[config.mk]
export PLATFORM = sky130hd
export DESIGN_NAME = soc_bus_ctrl_flat
export DESIGN_NICKNAME = d
export VERILOG_FILES = /design/src/rtl/soc_bus_ctrl_if.sv /design/src/rtl/soc_bus_ctrl.sv /design/src/flat_wrapper.sv
export SDC_FILE = /design/constraint.sdc
export NUM_CORES = 1
export LEC_CHECK = 0
export CORE_ASPECT_RATIO = 0.8
export CORE_MARGIN = 3
export CORE_UTILIZATION = 35
export DETAILED_ROUTE_END_ITERATION = 16
export GPL_TIMING_DRIVEN = 0
export PLACE_DENSITY = 0.87
export SYNTH_ARGS = -nofsm -noshare
export SYNTH_HDL_FRONTEND = slang
export SYNTH_SLANG_ARGS = --single-unit
[constraint.sdc]
create_clock -name clk_i -period 4.4 [get_ports clk_i]
set_input_delay 0.88 -clock clk_i [delete_from_list [all_inputs] [get_ports clk_i]]
set_output_delay 0.88 -clock clk_i [all_outputs]
set_load 0.02 [all_outputs]
[src/rtl/soc_bus_ctrl_if.sv]
// -----------------------------------------------------------------------------
// soc_bus_ctrl_if
//   OBI request/response bundle between the SoC arbiter output and the bus
//   controller.
//   master modport (arbiter side):   drives req, addr, we; sees gnt, rvalid,
//                                     rdata, err
//   slave modport  (controller side): sees req, addr, we; drives gnt, rvalid,
//                                     rdata, err
//   req    : request, held with addr/we stable until gnt
//   addr   : 32-bit byte address, bits [31:24] select the slave
//   we     : write enable
//   gnt    : grant, accepts the current request
//   rvalid : response valid
//   rdata  : read data, zero whenever rvalid is low
//   err    : error flag, qualified by rvalid
// -----------------------------------------------------------------------------
interface soc_bus_ctrl_if;
  logic        req;
  logic [31:0] addr;
  logic        we;
  logic        gnt;
  logic        rvalid;
  logic [31:0] rdata;
  logic        err;

  modport master (
    output req, addr, we,
    input  gnt, rvalid, rdata, err
  );

  modport slave (
    input  req, addr, we,
    output gnt, rvalid, rdata, err
  );
endinterface

[src/rtl/soc_bus_ctrl.sv]
// -----------------------------------------------------------------------------
// soc_bus_ctrl
//   Single-outstanding OBI bus controller sitting between the arbitrated SoC
//   request port and every SoC slave. addr[31:24] selects a local slave
//   (DRAM, IRAM, UART: one-cycle strobe, data the cycle after) or an external
//   slave (I2C, pinmux: reached through the OBI-WB bridge). Unmapped
//   addresses and external accesses that stall too long complete with an
//   error response so the core never hangs.
//
//   Ports
//     clk_i, rst_ni        clock, asynchronous active-low reset
//     obi                  OBI request/response bundle (slave modport)
//     dram_en_o            DRAM access strobe (one cycle)
//     iram_en_o            IRAM access strobe (one cycle)
//     uart_en_o            UART access strobe (one cycle)
//     dram_rdata_i         DRAM read data, valid the cycle after the strobe
//     iram_rdata_i         IRAM read data, valid the cycle after the strobe
//     uart_rdata_i         UART read data, valid the cycle after the strobe
//     ext_req_o            request to the OBI-WB bridge
//     ext_gnt_i            bridge grant
//     ext_rvalid_i         bridge response valid
//     ext_rdata_i          bridge read data
//     timeout_cnt_o        saturating count of external timeouts
// -----------------------------------------------------------------------------
module soc_bus_ctrl #(
  parameter logic [7:0]  DRAM_MASK      = 8'h00,
  parameter logic [7:0]  IRAM_MASK      = 8'h02,
  parameter logic [7:0]  UART_MASK      = 8'h0A,
  parameter logic [7:0]  I2C_MASK       = 8'h0E,
  parameter logic [7:0]  PINMUX_MASK    = 8'h0F,
  parameter int unsigned TIMEOUT_CYCLES = 1024
) (
  input  logic                 clk_i,
  input  logic                 rst_ni,
  soc_bus_ctrl_if.slave        obi,
  output logic                 dram_en_o,
  output logic                 iram_en_o,
  output logic                 uart_en_o,
  input  logic [31:0]          dram_rdata_i,
  input  logic [31:0]          iram_rdata_i,
  input  logic [31:0]          uart_rdata_i,
  output logic                 ext_req_o,
  input  logic                 ext_gnt_i,
  input  logic                 ext_rvalid_i,
  input  logic [31:0]          ext_rdata_i,
  output logic [7:0]           timeout_cnt_o
);

  // The wait counter only ever holds 0 .. TIMEOUT_CYCLES-1: reaching the
  // last value either sees the awaited event or leaves for ERR_RESP.
  localparam int unsigned    WAIT_W    = $clog2(TIMEOUT_CYCLES);
  localparam logic [WAIT_W-1:0] WAIT_LAST = WAIT_W'(TIMEOUT_CYCLES - 1);

  typedef enum logic [2:0] {
    IDLE     = 3'd0,
    LOC_RESP = 3'd1,
    EXT_GNT  = 3'd2,
    EXT_RESP = 3'd3,
    ERR_RESP = 3'd4
  } state_e;

  typedef enum logic [1:0] {
    SEL_DRAM = 2'd0,
    SEL_IRAM = 2'd1,
    SEL_UART = 2'd2
  } sel_e;

  state_e            state_q, state_d;
  sel_e              sel_q,   sel_d;
  logic [WAIT_W-1:0] wait_q,  wait_d;
  logic [7:0]        tmo_q,   tmo_d;
  logic              tmo_hit;

  logic [7:0] top;
  logic       hit_dram, hit_iram, hit_uart, hit_ext, hit_loc;
  logic       wait_last;

  logic        gnt, rvalid, err;
  logic [31:0] rdata;

  // Only the slave-select byte is decoded; the rest of the address and the
  // write enable travel to the slaves on their own buses.
  logic unused_bus;
  assign unused_bus = ^{obi.we, obi.addr[23:0]};

  // Address decode
  always_comb begin
    top      = obi.addr[31:24];
    hit_dram = (top == DRAM_MASK);
    hit_iram = (top == IRAM_MASK);
    hit_uart = (top == UART_MASK);
    hit_ext  = (top == I2C_MASK) || (top == PINMUX_MASK);
    hit_loc  = hit_dram || hit_iram || hit_uart;
  end

  assign wait_last = (wait_q == WAIT_LAST);

  // State register
  always_ff @(posedge clk_i or negedge rst_ni) begin
    if (!rst_ni) begin
      state_q <= IDLE;
      sel_q   <= SEL_DRAM;
      wait_q  <= '0;
      tmo_q   <= '0;
    end else begin
      state_q <= state_d;
      sel_q   <= sel_d;
      wait_q  <= wait_d;
      tmo_q   <= tmo_d;
    end
  end

  // Next-state logic
  always_comb begin
    state_d = state_q;
    sel_d   = sel_q;
    wait_d  = wait_q;
    tmo_hit = 1'b0;
    case (state_q)
      IDLE: begin
        if (obi.req) begin
          if (hit_loc) begin
            state_d = LOC_RESP;
            if (hit_dram)      sel_d = SEL_DRAM;
            else if (hit_iram) sel_d = SEL_IRAM;
            else               sel_d = SEL_UART;
          end else if (hit_ext) begin
            state_d = EXT_GNT;
            wait_d  = '0;
          end else begin
            state_d = ERR_RESP;
          end
        end
      end
      LOC_RESP: state_d = IDLE;
      EXT_GNT: begin
        // A grant arriving on the last wait cycle still wins.
        if (ext_gnt_i) begin
          state_d = EXT_RESP;
          wait_d  = '0;
        end else if (wait_last) begin
          state_d = ERR_RESP;
          tmo_hit = 1'b1;
        end else begin
          wait_d = wait_q + 1'b1;
        end
      end
      EXT_RESP: begin
        if (ext_rvalid_i) begin
          state_d = IDLE;
        end else if (wait_last) begin
          state_d = ERR_RESP;
          tmo_hit = 1'b1;
        end else begin
          wait_d = wait_q + 1'b1;
        end
      end
      ERR_RESP: state_d = IDLE;
      default:  state_d = IDLE;
    endcase
    tmo_d = (tmo_hit && (tmo_q != 8'hFF)) ? tmo_q + 8'd1 : tmo_q;
  end

  // Output logic. Everything is gated by rst_ni so the bus goes quiet the
  // moment reset is asserted, even while the requester still holds req.
  always_comb begin
    gnt       = 1'b0;
    rvalid    = 1'b0;
    rdata     = '0;
    err       = 1'b0;
    dram_en_o = 1'b0;
    iram_en_o = 1'b0;
    uart_en_o = 1'b0;
    ext_req_o = 1'b0;
    if (rst_ni) begin
      case (state_q)
        IDLE: begin
          // External hits are not granted here; the grant comes from the
          // bridge in EXT_GNT.
          if (obi.req && !hit_ext) gnt = 1'b1;
          dram_en_o = obi.req && hit_dram;
          iram_en_o = obi.req && hit_iram;
          uart_en_o = obi.req && hit_uart;
        end
        LOC_RESP: begin
          rvalid = 1'b1;
          case (sel_q)
            SEL_DRAM: rdata = dram_rdata_i;
            SEL_IRAM: rdata = iram_rdata_i;
            SEL_UART: rdata = uart_rdata_i;
            default:  rdata = '0;
          endcase
        end
        EXT_GNT: begin
          if (ext_gnt_i) begin
            gnt       = 1'b1;
            ext_req_o = 1'b1;
          end else if (wait_last) begin
            // Timeout: accept the request ourselves and withdraw it from
            // the bridge so it cannot be granted behind our back.
            gnt = 1'b1;
          end else begin
            ext_req_o = 1'b1;
          end
        end
        EXT_RESP: begin
          rvalid = ext_rvalid_i;
          rdata  = ext_rvalid_i ? ext_rdata_i : 32'h0;
        end
        ERR_RESP: begin
          rvalid = 1'b1;
          err    = 1'b1;
        end
        default: ;
      endcase
    end
  end

  assign obi.gnt       = gnt;
  assign obi.rvalid    = rvalid;
  assign obi.rdata     = rdata;
  assign obi.err       = err;
  assign timeout_cnt_o = tmo_q;

endmodule

[src/flat_wrapper.sv]
// flat-port wrapper written by rule: the top's interface ports become plain ports
module soc_bus_ctrl_flat 
#(
  parameter logic [7:0]  DRAM_MASK      = 8'h00,
  parameter logic [7:0]  IRAM_MASK      = 8'h02,
  parameter logic [7:0]  UART_MASK      = 8'h0A,
  parameter logic [7:0]  I2C_MASK       = 8'h0E,
  parameter logic [7:0]  PINMUX_MASK    = 8'h0F,
  parameter int unsigned TIMEOUT_CYCLES = 1024
)
  (clk_i, rst_ni, dram_en_o, iram_en_o, uart_en_o, dram_rdata_i, iram_rdata_i, uart_rdata_i, ext_req_o, ext_gnt_i, ext_rvalid_i, ext_rdata_i, timeout_cnt_o, obi_req, obi_addr, obi_we, obi_gnt, obi_rvalid, obi_rdata, obi_err);
  soc_bus_ctrl_if obi_i ();
  input  logic clk_i;
  input  logic rst_ni;
  output logic dram_en_o;
  output logic iram_en_o;
  output logic uart_en_o;
  input  logic [31:0] dram_rdata_i;
  input  logic [31:0] iram_rdata_i;
  input  logic [31:0] uart_rdata_i;
  output logic ext_req_o;
  input  logic ext_gnt_i;
  input  logic ext_rvalid_i;
  input  logic [31:0] ext_rdata_i;
  output logic [7:0] timeout_cnt_o;
  input wire logic [$bits(obi_i.req)-1:0] obi_req;
  input wire logic [$bits(obi_i.addr)-1:0] obi_addr;
  input wire logic [$bits(obi_i.we)-1:0] obi_we;
  output wire logic [$bits(obi_i.gnt)-1:0] obi_gnt;
  output wire logic [$bits(obi_i.rvalid)-1:0] obi_rvalid;
  output wire logic [$bits(obi_i.rdata)-1:0] obi_rdata;
  output wire logic [$bits(obi_i.err)-1:0] obi_err;
  assign obi_i.req = obi_req;
  assign obi_i.addr = obi_addr;
  assign obi_i.we = obi_we;
  assign obi_gnt = obi_i.gnt;
  assign obi_rvalid = obi_i.rvalid;
  assign obi_rdata = obi_i.rdata;
  assign obi_err = obi_i.err;
  soc_bus_ctrl #(.DRAM_MASK(DRAM_MASK), .IRAM_MASK(IRAM_MASK), .UART_MASK(UART_MASK), .I2C_MASK(I2C_MASK), .PINMUX_MASK(PINMUX_MASK), .TIMEOUT_CYCLES(TIMEOUT_CYCLES)) u_core (.clk_i(clk_i), .rst_ni(rst_ni), .obi(obi_i), .dram_en_o(dram_en_o), .iram_en_o(iram_en_o), .uart_en_o(uart_en_o), .dram_rdata_i(dram_rdata_i), .iram_rdata_i(iram_rdata_i), .uart_rdata_i(uart_rdata_i), .ext_req_o(ext_req_o), .ext_gnt_i(ext_gnt_i), .ext_rvalid_i(ext_rvalid_i), .ext_rdata_i(ext_rdata_i), .timeout_cnt_o(timeout_cnt_o));
endmodule
==> impl_metrics.tcl <==
set metrics [dict create \
    status "finished clean" \
    power.share.sequential 0.351 \
    routed_wl_um 10800 \
    core-area_um2 6640 \
    io_pins 213 \
    rsz0062_at_grt "no" \
    grt_max_degree 29 \
    syn_area_um2 2500 \
    drt-initial-drc-count 178 \
    die_h_um 81.5 \
    htreeDepth 1 \
    skew_ns 0.00360 \
    p_total_mw 0.685 \
    initial_core_util 0.376 \
    setup_slack_ns 0.333 \
    cp.required_ns 3.52 \
    worst-path-max-fanout 10 \
    min_path_type "flip-flop to flip-flop" \
    clk_latency_ns 0.27 \
    synth_warnings 0 \
    synth_cell_types 49 \
    cp_data_arrival_time_ns 3.19 \
    p_switching_mw 0.216 \
    synth_cells 342 \
    gp_congestion 0.873 \
    clockPowerShare 0.206 \
    intPower_mw 0.469 \
    worst_pin_slew_ns 0.758 \
    drive_gt1_frac 0.0376 \
    async_reset_ff_frac 1.00 \
    maxCapViolCount 0 \
    power_density_nw_per_um2 152 \
    area_growth_pct 80.6 \
    clk_pin_slew_ns 0.09 \
    drc_errors 0 \
    setup_viol 0 \
    ys.flop_type "dfrtp_1" \
    io_buffers 186 \
    overflow 0 \
    cts.sinks 23 \
    rows 26 \
    cts_buffer_depth 2 \
    postSynthAreaPerCell_um2 7.30 \
    detail-route-antenna-nets 0 \
    worstSetupPathType "primary input to output pin" \
    relSlewSlack 0.494 \
    grt_antenna_before_repair 0 \
    ir_worst_vdd_mv 0.161 \
    ys_seq_area_frac 0.231 \
    crit_chain "clkdlybuf4s50_1 > and4b_1 > buf_2 > clkbuf_1 > a22oi_1 > nor2_1 > clkdlybuf4s50_1" \
    worstSetupStartpointType "primary input" \
    cts_tree "done" \
    slowest_delay_ns 0.63 \
    swShare 0.316 \
    cp_common_cell "clkdlybuf4s50_1" \
    p_leak_nw 1.55 \
    grt_usage 0.243 \
    cts-root-buf "clkbuf_8" \
    ff2ff_setup_slack_ns 2.27 \
    dr.pass1.iters 5 \
    cpMaxStageDelayCell "clkdlybuf4s50_1" \
    numCtsBuffers 3 \
    synth_fp_nets 510 \
    period_share 0.924 \
    nNetsFinal 701 \
    synth.ff_latch_count 23 \
    crit_family "buffers and inverters" \
    grt_pass1_vias 3244 \
    wl_per_cell_um 17.5 \
    grt_pass1_wl_um 16400 \
    fmax_mhz 246 \
    dieWidth_um 100 \
    diodes 0 \
    pre_cts_ws_ns -0.305 \
    fill_cells 562 \
    comb_power_share 0.443 \
    period_needed_ns 4.07 \
    post_cts_buffers 0 \
    drv_slew 0 \
    die-area_um2 8190 \
    vias 3394 \
    dp.final_hpwl_um 8690 \
    hold_violations 0 \
    crit_buf_inv 4 \
    via_per_inst 5.51 \
    end_kind "output pin" \
    synth_edf_count 0 \
]
flip-flops by register name, summed over array words and instances (netlist names):
name / count
u_core.wait_q: 10
u_core.timeout_cnt_o: 8
u_core.state_q: 3
u_core.sel_q: 2
routing by layer:
metal | up-vias | track usage | part of all wire
li1 | 1637 | - | -
met1 | 1596 | 0.323 | 0.43
met2 | 145 | 0.421 | 0.48
met3 | 16 | 0.0433 | 0.067
met4 | 0 | 0.0417 | 0.020
met5 | - | 0 | 0
Yosys cell counts (all sizes together) (2+ instances only):
master	n	area (um2)
and3	7	43.8
nand2	43	161
xor2	2	17.5
a211oi	3	27.5
or3	2	12.5
nand2b	4	25.0
o31ai	2	15.0
and4b	2	20.0
dfrtp	23	576
o21ai	40	204
a41oi	2	17.5
ha	2	25.0
mux2i	33	330
inv	5	18.8
xnor2	6	52.6
or4	3	26.3
nor3	9	60.1
nand4	6	43.8
a22oi	32	240
clkbuf	17	63.8
buf	10	45.0
a21oi	10	50.1
and2	3	18.8
and4	2	17.5
nor3b	2	15.0
nor2b	3	18.8
nor2	41	154
nand3	14	75.1
cells by family (layout without fill, tap and decap cells):
| logic type | Yosys count | after routing | share of synthesized area |
|---|---|---|---|
| mux | 34 | 34 | 0.137 |
| xor+xnor | 8 | 8 | 0.0281 |
| buf+inv | 32 | 222 | 0.0511 |
| compound gates | 99 | 99 | 0.257 |
| fa+ha+maj | 2 | 2 | 0.0100 |
| simple gates | 144 | 144 | 0.286 |
| flops | 23 | 23 | 0.231 |
path summary, 6_finish.rpt:
| kind | to | cells after the start | from |
|---|---|---|---|
| min in group asynchronous | u_core.timeout_cnt_o[7] | 1 | rst_ni |
| worst min-delay path | u_core.timeout_cnt_o[5] | 1 | u_core.timeout_cnt_o[5] |
| max in group asynchronous | u_core.wait_q[5] | 1 | rst_ni |
| worst max-delay path | obi_rdata[14] | 7 | ext_rvalid_i |
| worst max register to register | u_core.timeout_cnt_o[4] | 7 | u_core.wait_q[0] |
| worst min register to register | u_core.timeout_cnt_o[5] | 1 | u_core.timeout_cnt_o[5] |
power groups by stage:
| stage | logic, mW | registers [mW] | clock network, mW |
|---|---|---|---|
| final | 0.304 | 0.240 | 0.141 |
| after global routing | 0.331 | 0.242 | 0.150 |
| after CTS | 0.303 | 0.240 | 0.143 |
| after detailed placement | 0.301 | 0.244 | 0 |
| after global placement | 0.293 | 0.243 | 0 |
| after floorplan | 0.136 | 0.241 | 0 |
per-stage QoR:
stage | setup TNS (ns) | hold slack [ns] | instance area (um2) | utilization | std cells
6_report | 0 | 0.518 | 4510 | 0.679 | 616
5_1_grt | 0 | 0.561 | 4510 | 0.679 | 616
4_1_cts | 0 | 0.523 | 4510 | 0.680 | 616
3_5_place_dp | -7.65 | 0.502 | 4460 | 0.673 | 612
3_3_place_gp | -5.77 | 0.488 | 4460 | 0.673 | 612
2_1_floorplan | 0 | 0.522 | 2500 | - | 342
final cells by class:
cell class	instances	area (um2)	area share
Timing Repair Buffer	186	1860	0.412
Multi-Input combinational cell	287	1790	0.398
Sequential cell	23	576	0.128
Buffer	27	109	0.0242
Tap cell	84	105	0.0233
Clock buffer	3	41.3	0.00916
Inverter	5	18.8	0.00416
Clock inverter	1	7.51	0.00167
cell usage in the layout (no fill, tap or decap), drive strengths merged, types with 7 or more instances in the layout:
cell,Yosys,layout
a21oi,10,10
nor3,9,9
buf,10,10
nor2,41,41
and3,7,7
o21ai,40,40
mux2i,33,33
nand3,14,14
dfrtp,23,23
clkdlybuf4s50,0,185
clkbuf,17,21
nand2,43,43
a22oi,32,32
repair_timing:
action,CTS,global route
endpoints found under the setup margin,32,30
resized for setup,2,1
hold buffers,0,0
cloned,0,0
Power figures use the tool's default switching activity.
